<file path="src/rtl/fb_pixel_writer.sv">
// Framebuffer write master: filters pixel results, buffers them in a FIFO and
// issues single-beat column-major writes (X*FB_HEIGHT+Y) on the SDRAM bridge.
module fb_pixel_writer #(
  parameter int FIFO_DEPTH = 8,
  parameter int FB_WIDTH   = 640,
  parameter int FB_HEIGHT  = 480,
  parameter int ADDR_W     = 19
) (
  input  logic              CLK,
  input  logic              RESET_N,
  input  logic              PIX_VALID,
  output logic              PIX_READY,
  input  logic [15:0]       PIX_X,
  input  logic [15:0]       PIX_Y,
  input  logic [7:0]        PIX_I,
  output logic [ADDR_W-1:0] BR_ADDRESS,
  output logic [3:0]        BR_BYTE_EN,
  output logic              BR_WRITE,
  output logic [15:0]       BR_WRITE_DATA,
  input  logic              BR_ACK,
  input  logic              CLR_CNT,
  output logic              BUSY,
  output logic [19:0]       WR_COUNT,
  output logic [15:0]       DROP_COUNT
);

  localparam int PTR_W = (FIFO_DEPTH > 1) ? $clog2(FIFO_DEPTH) : 1;
  localparam int ENT_W = ADDR_W + 8;

  typedef enum logic {IDLE, WRITE} state_t;

  state_t            state_reg;
  logic [ENT_W-1:0]  fifo_mem [FIFO_DEPTH];
  logic [PTR_W-1:0]  wr_ptr_reg;
  logic [PTR_W-1:0]  rd_ptr_reg;
  logic [PTR_W:0]    count_reg;
  logic              ready_en_reg;

  logic              fifo_full;
  logic              fifo_empty;
  logic              pix_fire;
  logic              pix_in_range;
  logic              push;
  logic              pop;
  logic              wr_done;
  logic signed [31:0] x_s;
  logic signed [31:0] y_s;
  logic [ADDR_W-1:0] pix_addr;
  logic [ENT_W-1:0]  head;

  assign x_s = {{16{PIX_X[15]}}, PIX_X};
  assign y_s = {{16{PIX_Y[15]}}, PIX_Y};

  assign pix_in_range = (x_s >= 0) && (x_s < FB_WIDTH) &&
                        (y_s >= 0) && (y_s < FB_HEIGHT);
  // Product formed in 32 bits, then narrowed to the bridge address width.
  assign pix_addr = ADDR_W'(x_s * FB_HEIGHT + y_s);

  assign fifo_full  = (count_reg == (PTR_W+1)'(FIFO_DEPTH));
  assign fifo_empty = (count_reg == '0);

  // ready_en_reg keeps the input closed until the first edge out of reset.
  assign PIX_READY = ready_en_reg && !fifo_full;
  assign pix_fire  = PIX_VALID && PIX_READY;
  assign push      = pix_fire && pix_in_range;
  assign wr_done   = (state_reg == WRITE) && BR_ACK;
  assign pop       = !fifo_empty && ((state_reg == IDLE) || BR_ACK);
  assign head      = fifo_mem[rd_ptr_reg];

  assign BR_BYTE_EN = 4'b0011;
  assign BUSY       = !fifo_empty || BR_WRITE;

  always_ff @(posedge CLK) begin
    if (push) begin
      fifo_mem[wr_ptr_reg] <= {pix_addr, PIX_I};
    end
  end

  always_ff @(posedge CLK or negedge RESET_N) begin
    if (!RESET_N) begin
      wr_ptr_reg   <= '0;
      rd_ptr_reg   <= '0;
      count_reg    <= '0;
      ready_en_reg <= 1'b0;
    end else begin
      ready_en_reg <= 1'b1;
      if (push) begin
        wr_ptr_reg <= wr_ptr_reg + 1'b1;
      end
      if (pop) begin
        rd_ptr_reg <= rd_ptr_reg + 1'b1;
      end
      if (push && !pop) begin
        count_reg <= count_reg + 1'b1;
      end else if (pop && !push) begin
        count_reg <= count_reg - 1'b1;
      end
    end
  end

  always_ff @(posedge CLK or negedge RESET_N) begin
    if (!RESET_N) begin
      state_reg     <= IDLE;
      BR_WRITE      <= 1'b0;
      BR_ADDRESS    <= '0;
      BR_WRITE_DATA <= '0;
    end else begin
      unique case (state_reg)
        IDLE: begin
          if (pop) begin
            BR_ADDRESS    <= head[ENT_W-1:8];
            BR_WRITE_DATA <= {8'h00, head[7:0]};
            BR_WRITE      <= 1'b1;
            state_reg     <= WRITE;
          end
        end
        WRITE: begin
          if (BR_ACK) begin
            if (pop) begin
              BR_ADDRESS    <= head[ENT_W-1:8];
              BR_WRITE_DATA <= {8'h00, head[7:0]};
            end else begin
              BR_WRITE  <= 1'b0;
              state_reg <= IDLE;
            end
          end
        end
        default: begin
          state_reg <= IDLE;
          BR_WRITE  <= 1'b0;
        end
      endcase
    end
  end

  always_ff @(posedge CLK or negedge RESET_N) begin
    if (!RESET_N) begin
      WR_COUNT   <= '0;
      DROP_COUNT <= '0;
    end else if (CLR_CNT) begin
      WR_COUNT   <= '0;
      DROP_COUNT <= '0;
    end else begin
      if (wr_done && !(&WR_COUNT)) begin
        WR_COUNT <= WR_COUNT + 1'b1;
      end
      if (pix_fire && !pix_in_range && !(&DROP_COUNT)) begin
        DROP_COUNT <= DROP_COUNT + 1'b1;
      end
    end
  end

endmodule

</file>
<file path="config.mk">
export PLATFORM = sky130hd
export DESIGN_NAME = fb_pixel_writer
export DESIGN_NICKNAME = d
export VERILOG_FILES = /design/src/rtl/fb_pixel_writer.sv
export SDC_FILE = /design/constraint.sdc
export NUM_CORES = 1
export LEC_CHECK = 0
export CORE_UTILIZATION = 30
export DETAILED_ROUTE_END_ITERATION = 8
export HOLD_SLACK_MARGIN = 0.12
export PLACE_DENSITY = 0.56
export SETUP_SLACK_MARGIN = 0.05
export SLEW_MARGIN = 20
export SYNTH_ARGS = -nofsm -noshare
export SYNTH_HDL_FRONTEND = slang
export SYNTH_SLANG_ARGS = --single-unit
</file>
<file path="constraint.sdc">
create_clock -name CLK -period 5.78 [get_ports CLK]
set_clock_uncertainty 0.2 [all_clocks]
set_input_delay 0.867 -clock CLK [delete_from_list [all_inputs] [get_ports CLK]]
set_output_delay 0.867 -clock CLK [all_outputs]
set_load 0.005 [all_outputs]
</file>
==> results of run 1 <==
## layout by cell type, fill, tap and decap left out, types with 7 or more instances in the layout
cell type	Yosys	layout
nand4_1	10	10
buf_4	13	23
nand3_1	9	9
dfrtp_1	76	73
xor2_1	18	18
mux4_2	54	54
a21oi_1	45	44
clkbuf_16	0	31
mux2i_1	29	29
nand2_1	27	27
a211oi_1	7	7
xnor2_1	45	44
clkbuf_1	16	8
nor3_1	23	21
nor2_1	75	73
fa_1	22	22
conb_1	2	13
edfxtp_1	216	216
inv_1	65	65
clkdlybuf4s50_1	0	109
o21ai_0	12	12
ha_1	50	50
## critical path: cells and delay by family
family          cells  cell delay [ps]
xor+xnor            2              610
buf+inv             4              820
fa+ha+maj           5             1790
compound gates      5              780
simple gates        3              430
## final timing paths
path,slack (ps),from,cells after the start,to
setup / recovery,570,PIX_X[2],19,fifo_mem[7][24]
hold / removal,120,RESET_N,1,BR_ADDRESS[9]
setup reg to reg,2540,count_reg[0],12,count_reg[3]
hold reg to reg,320,wr_ptr_reg[0],1,wr_ptr_reg[0]
max in group asynchronous,4280,RESET_N,2,rd_ptr_reg[0]
min in group CLK,320,wr_ptr_reg[0],1,wr_ptr_reg[0]
## cells by family (layout without fill, tap and decap cells)
kind of cell	after synthesis	count (layout)	share of synthesized area, %
AOI/OAI and AO/OA	98	98	4.56
xor gates and xnor gates	63	63	4.04
adders and majority gates	72	72	7.81
buffers and inverters	105	256	3.37
DFF	292	292	61.5
muxes	86	86	11.3
other	2	13	0.0550
and+or+nand+nor	193	193	7.41
## repair_timing
| action | CTS | global route |
|---|---|---|
| endpoints found under the setup margin | 0 | 8 |
| hold buffers | 0 | 0 |
| gates resized for setup | 0 | 1 |
## per-stage QoR
| step | worst slack [ps] | cell area (um2) |
|---|---|---|
| 2_1_floorplan | 782 | 13700 |
| 3_3_place_gp | -24.2 | 15600 |
| 3_5_place_dp | -154 | 15600 |
| 4_1_cts | 448 | 16500 |
| 5_1_grt | 164 | 16600 |
| 6_report | 572 | 16600 |
## power by group
| part | total [mW] | internal (mW) | switching [mW] |
|---|---|---|---|
| clock | 1.93 | 1.10 | 0.826 |
| combinational | 2.37 | 1.18 | 1.19 |
| sequential | 3.12 | 2.80 | 0.316 |
## layout make-up
type / instances / area [um2]
clock inverter: 16 / 144
clock buffer: 41 / 833
multi-input combinational: 525 / 4890
fill: 4194 / 28000
tap: 592 / 741
sequential: 292 / 8400
inverter: 65 / 244
timing repair buffer: 134 / 1300
## routing by layer
| metal | vias to the layer above | GRT usage [%] |
|---|---|---|
| met1 | 3858 | 15.8 |
| met4 | 0 | 3.43 |
| met5 | - | 0 |
| li1 | 3622 | - |
| met3 | 43 | 1.87 |
| met2 | 122 | 23.1 |
==> key figures, run 1 <==
Routing
  • Met2 wire len: about 15000 um
  • Residual DRC: 0
  • Initial DRT Pass Iterations: 4
  • Via/cell ratio: ~4.6
  • Iter 0 DRT Violations: a little over 500
  • Total Wirelength: between 20000 and 30000 um
  • DRT antenna net count: 0
  • Via count: about 7600
  • M1 wire length: about 12000 um
  • Highest routed layer: met4
  • Routed WL per cell: between 15 and 20 um
  • Routed wire length on met3: 1080 um

Floorplan
  • Die area: around 46000 um2
  • Core Box Area: 44500 um2
  • Die H: between 200 and 250 um
  • Rows: 77
  • Starting Density: a little under a third
  • Die Wd: ~220 um
  • Io pins: around 120

Flow run
  • Max-Cap Viols: 0

Clock tree
  • Post-CTS setup buffers: 0
  • Number of clock sinks: 292
  • Clock Path Buffers: 3
  • Clock transition at the registers of the reported paths: around 60 ps
  • Total CTS buffers: 31
  • Clock Latency Late Sink: 580 ps
  • CTS H-tree depth: 1
  • CTS tree: yes
  • Root Buffer: clkbuf_16

Power and ir drop
  • Worst VDD drop: 0.339 mV
  • PwrDens: ~450 nW/um2
  • Overall Power: 7.42 mW
  • Pleak: 6.02 nW

STA
  • Setup TNS: 0 ps
  • Fin crit period: 5210 ps
  • Hold_ws: 123 ps
  • Setup Viol. Count Final: 0
  • RSZ-0062 raised after global routing: no
  • Worst-Margin Slew: between 1000 and 1500 ps
  • Max Clk Rate: between 150 and 200 MHz
  • Hold Fails Final Rpt: 0
  • Slew headroom: between 20% and 30%
  • Final Max Slew Viols: 0
  • Tcrit/Tclk final: 90.1%

Worst setup path
  • Critical path required time: approximately 5900 ps
  • Cell mode on critical path: ha_1
  • Crit end category: register
  • Crit path largest cell delay: ~560 ps
  • Critical path cell sequence: clkdlybuf4s50_1, ha_1, inv_1, fa_1, fa_1, inv_1, ha_1, nor2b_1, o21a_1, o211ai_1, nand3b_1, xor2_1, ha_1, buf_4, a21oi_1, o21ai_0, nor3_1, a21oi_1, xor2_1
  • Critical Path Slowest Stage Cell: clkdlybuf4s50_1
  • Crit path kind: in -> reg
  • Crit-path max FO: 8
  • Crit path arrival time: about 5300 ps
  • Startpoint types: primary input

Place
  • Dpl cells: approximately 1600
  • Port-buffer cells: 110
  • Dpl hpwl: approximately 18000 um
  • RD Place Congestion: around 0.74

Synth
  • Commonest register cell after synthesis: edfxtp_1
  • Synth top area cells: edfxtp_1 (48%), dfrtp_1 (14%), mux4_2 (8.9%)
  • Ys Warns: 0
  • Post-synth EDFFs: approximately 220
  • Post-synth top area cell: edfxtp_1
  • Commonest cells in the netlist: edfxtp_1 (216), dfrtp_1 (76), nor2_1 (75)
  • Synth Cell Area: around 14000 um2
  • Area fraction of the dominant cell type after synthesis: a little under half
  • Syn avg cell area: between 10 and 15 um2
  • Yosys cell types: between 60 and 70
  • Dominant cell by count in the synthesized netlist: edfxtp_1
  • Cells after Synth: just over 900
  • Register area share after synthesis: 61.5%
  • #FFs+latches synth: approximately 290
  • Fraction of registers with async set/reset: 26.0%

Layout
  • Share of cells above drive strength 1: around 14%
  • Diodes inserted: 0
  • Final #Nets: 1166
  • P&R area growth vs syn: 21.3%
  • Finished Core Util: 37.2%
  • Biggest regs: fifo_mem x216, WR_COUNT x20, BR_ADDRESS x19
  • Biggest register: fifo_mem
  • Final std cells w/o fill: ~1700
  • Max FFs per register: about 220

Global route
  • Number of global-route vias before repair: approximately 8000
  • Antenna violations before repair: 0
  • First-pass GRT wire length: 46600 um
  • Gr usage total: 12.8%
  • Total gr overflow: 0
  • Largest net degree at the start of global routing: 59

Hold path
  • Hold Path Class: in -> async

Status
  • Status: complete, no violations
Power figures use the tool's default switching activity.
==> inputs of run 2 (changes only) <==
Settings changed: CTS_CLUSTER_SIZE from default to 12.
==> run 2 against run 1 <==
Effect of this change: critical path depth did not move; core utilization down 0.12 points; critical endpoint unchanged; global-route usage barely moved; highest routed layer unchanged; die area stayed put; clock power shrank 5%; combinational power about the same; fmax about the same; worst setup slack got worse by 2.3 ps.
==> key figures, run 2 (synthesized netlist as in run 1, its figures left out) <==
Status
  • Status: complete, no violations

STA
  • Max Clk Rate: approximately 190 MHz
  • Setup WS post-layout: ~570 ps
  • Final Max Slew Viols: 0
  • Tcrit/Tclk final: between 90 and 100%
  • Worst-Margin Slew: roughly 1100 ps
  • Slew headroom: roughly 29%
  • Setup TNS: 0 ps
  • Hold_ws: roughly 120 ps
  • RSZ-0062 raised after global routing: no
  • Hold Fails Final Rpt: 0
  • Fin crit period: 5210 ps
  • Setup Viol. Count Final: 0

Place
  • Port-buffer cells: 110
  • Pre-CTS WS: -154 ps
  • Dpl cells: between 1500 and 2000
  • RD Place Congestion: roughly 0.74
  • Dpl hpwl: approximately 18000 um

Worst setup path
  • Crit-path max FO: 8
  • Startpoint types: primary input
  • Reg2Reg Depth: 12
  • Crit end category: register
  • Crit path kind: in -> reg
  • Crit path arrival time: between 5000 and 6000 ps
  • Critical path required time: roughly 5900 ps

Clock tree
  • Clock Latency Late Sink: 590 ps
  • CTS tree: yes
  • Number of clock sinks: 292
  • Clock transition at the registers of the reported paths: roughly 60 ps
  • Clock Path Buffers: 3
  • CTS H-tree depth: 1
  • CTS Hold Bufs: 0
  • Root Buffer: clkbuf_16
  • Total CTS buffers: 31

Routing
  • Routed WL per cell: 17.3 um
  • DRT antenna net count: 0
  • Via count: between 7000 and 8000
  • Via/cell ratio: 4.57
  • Residual DRC: 0
  • Iter 0 DRT Violations: ~470
  • Total Wirelength: around 29000 um
  • Initial DRT Pass Iterations: 4

Layout
  • Diodes inserted: 0
  • Share of cells above drive strength 1: 14.2%
  • Final std cells w/o fill: about 1700
  • Final #Nets: between 1000 and 1500
  • Commonest non-fill, non-tap cell in the layout: edfxtp_1
  • # fillers: ~4200
  • Most frequent cells in the layout: edfxtp_1 (216), clkdlybuf4s50_1 (109), dfrtp_1 (73), nor2_1 (73), inv_1 (65)
  • Biggest regs: fifo_mem x216, WR_COUNT x20, BR_ADDRESS x19
  • Max FFs per register: roughly 220
  • P&R area growth vs syn: 20.9%
  • Biggest register: fifo_mem

Power and ir drop
  • Pleak: between 5 and 6 nW
  • Overall Power: roughly 7.3 mW
  • PwrDens: ~440 nW/um2
  • Worst VDD drop: roughly 0.32 mV

Global route
  • Antenna violations before repair: 0
  • Largest net degree at the start of global routing: 59
  • Total gr overflow: 0
  • First-pass GRT wire length: about 47000 um
  • Number of global-route vias before repair: a little over 8000
  • Gr usage total: around an eighth

Flow run
  • Max-Cap Viols: 0

Floorplan
  • Die Wd: about 220 um
  • Rows: 77
  • Die H: about 220 um
  • Starting Density: 30.7%
  • Die area: roughly 46000 um2
  • Core Box Area: 44500 um2
  • Io pins: between 100 and 150

Hold path
  • Hold Path Class: in -> async
[run 2: cell count changes in the layout (fill, tap and decap cells not counted)]
cell / change
clkinv_1: -1
bufinv_16: -2
clkinv_2: -1
clkbuf_1: +4
[run 2: path summary, 6_finish.rpt]
kind / slack [ps] / startpoint / to
max: 570 / PIX_X[2] / fifo_mem[7][24]
max in group asynchronous: 4280 / RESET_N / rd_ptr_reg[0]
max reg2reg: 2540 / count_reg[0] / count_reg[3]
min reg2reg: 320 / wr_ptr_reg[0] / wr_ptr_reg[0]
min: 120 / RESET_N / BR_ADDRESS[9]
min in group CLK: 320 / wr_ptr_reg[0] / wr_ptr_reg[0]
[run 2: through the flow]
stage | area [um2] | utilization, %
2_1_floorplan | 13700 | -
3_3_place_gp | 15600 | 35.0
3_5_place_dp | 15600 | 35.0
4_1_cts | 16500 | 37.1
5_1_grt | 16500 | 37.1
6_report | 16500 | 37.1
[run 2: critical path, cell delays in order]
cell and delay (ps):
clkdlybuf4s50_1 560, ha_1 260, inv_1 80, fa_1 440
fa_1 510, inv_1 40, ha_1 290, nor2b_1 130
o21a_1 180, o211ai_1 230, nand3b_1 120, xor2_1 150
ha_1 290, buf_4 140, a21oi_1 120, o21ai_0 120
nor3_1 180, a21oi_1 130, xor2_1 470
[run 2: area by class of cell]
| type | instances | area, um2 | area share, % |
|---|---|---|---|
| Multi-Input combinational cell | 525 | 4890 | 29.7 |
| Inverter | 65 | 244 | 1.48 |
| Sequential cell | 292 | 8400 | 50.9 |
| Timing Repair Buffer | 134 | 1300 | 7.90 |
| Clock buffer | 45 | 848 | 5.14 |
| Clock inverter | 12 | 75.1 | 0.455 |
| Tap cell | 592 | 741 | 4.49 |
[run 2: where the power goes]
| group | leakage [nW] | internal [mW] | switching (mW) |
|---|---|---|---|
| clock | 0.449 | 1.02 | 0.820 |
| sequential | 2.90 | 2.80 | 0.316 |
| combinational | 2.65 | 1.18 | 1.19 |
| total | 5.99 | 5.00 | 2.33 |
[run 2: timing repair]
action / CTS / global route
setup endpoints to repair: 0 / 8
gates resized for setup: 0 / 1
buffers inserted: 0 / 0
[run 2: layer usage]
metal  vias up  track usage, %  routed length (um)
li1       3619               -                   -
met1      3839            15.9               12200
met2       116            23.1               15100
met3        38            1.88                 984
met4         0            3.52                 519
met5         -               0                   0
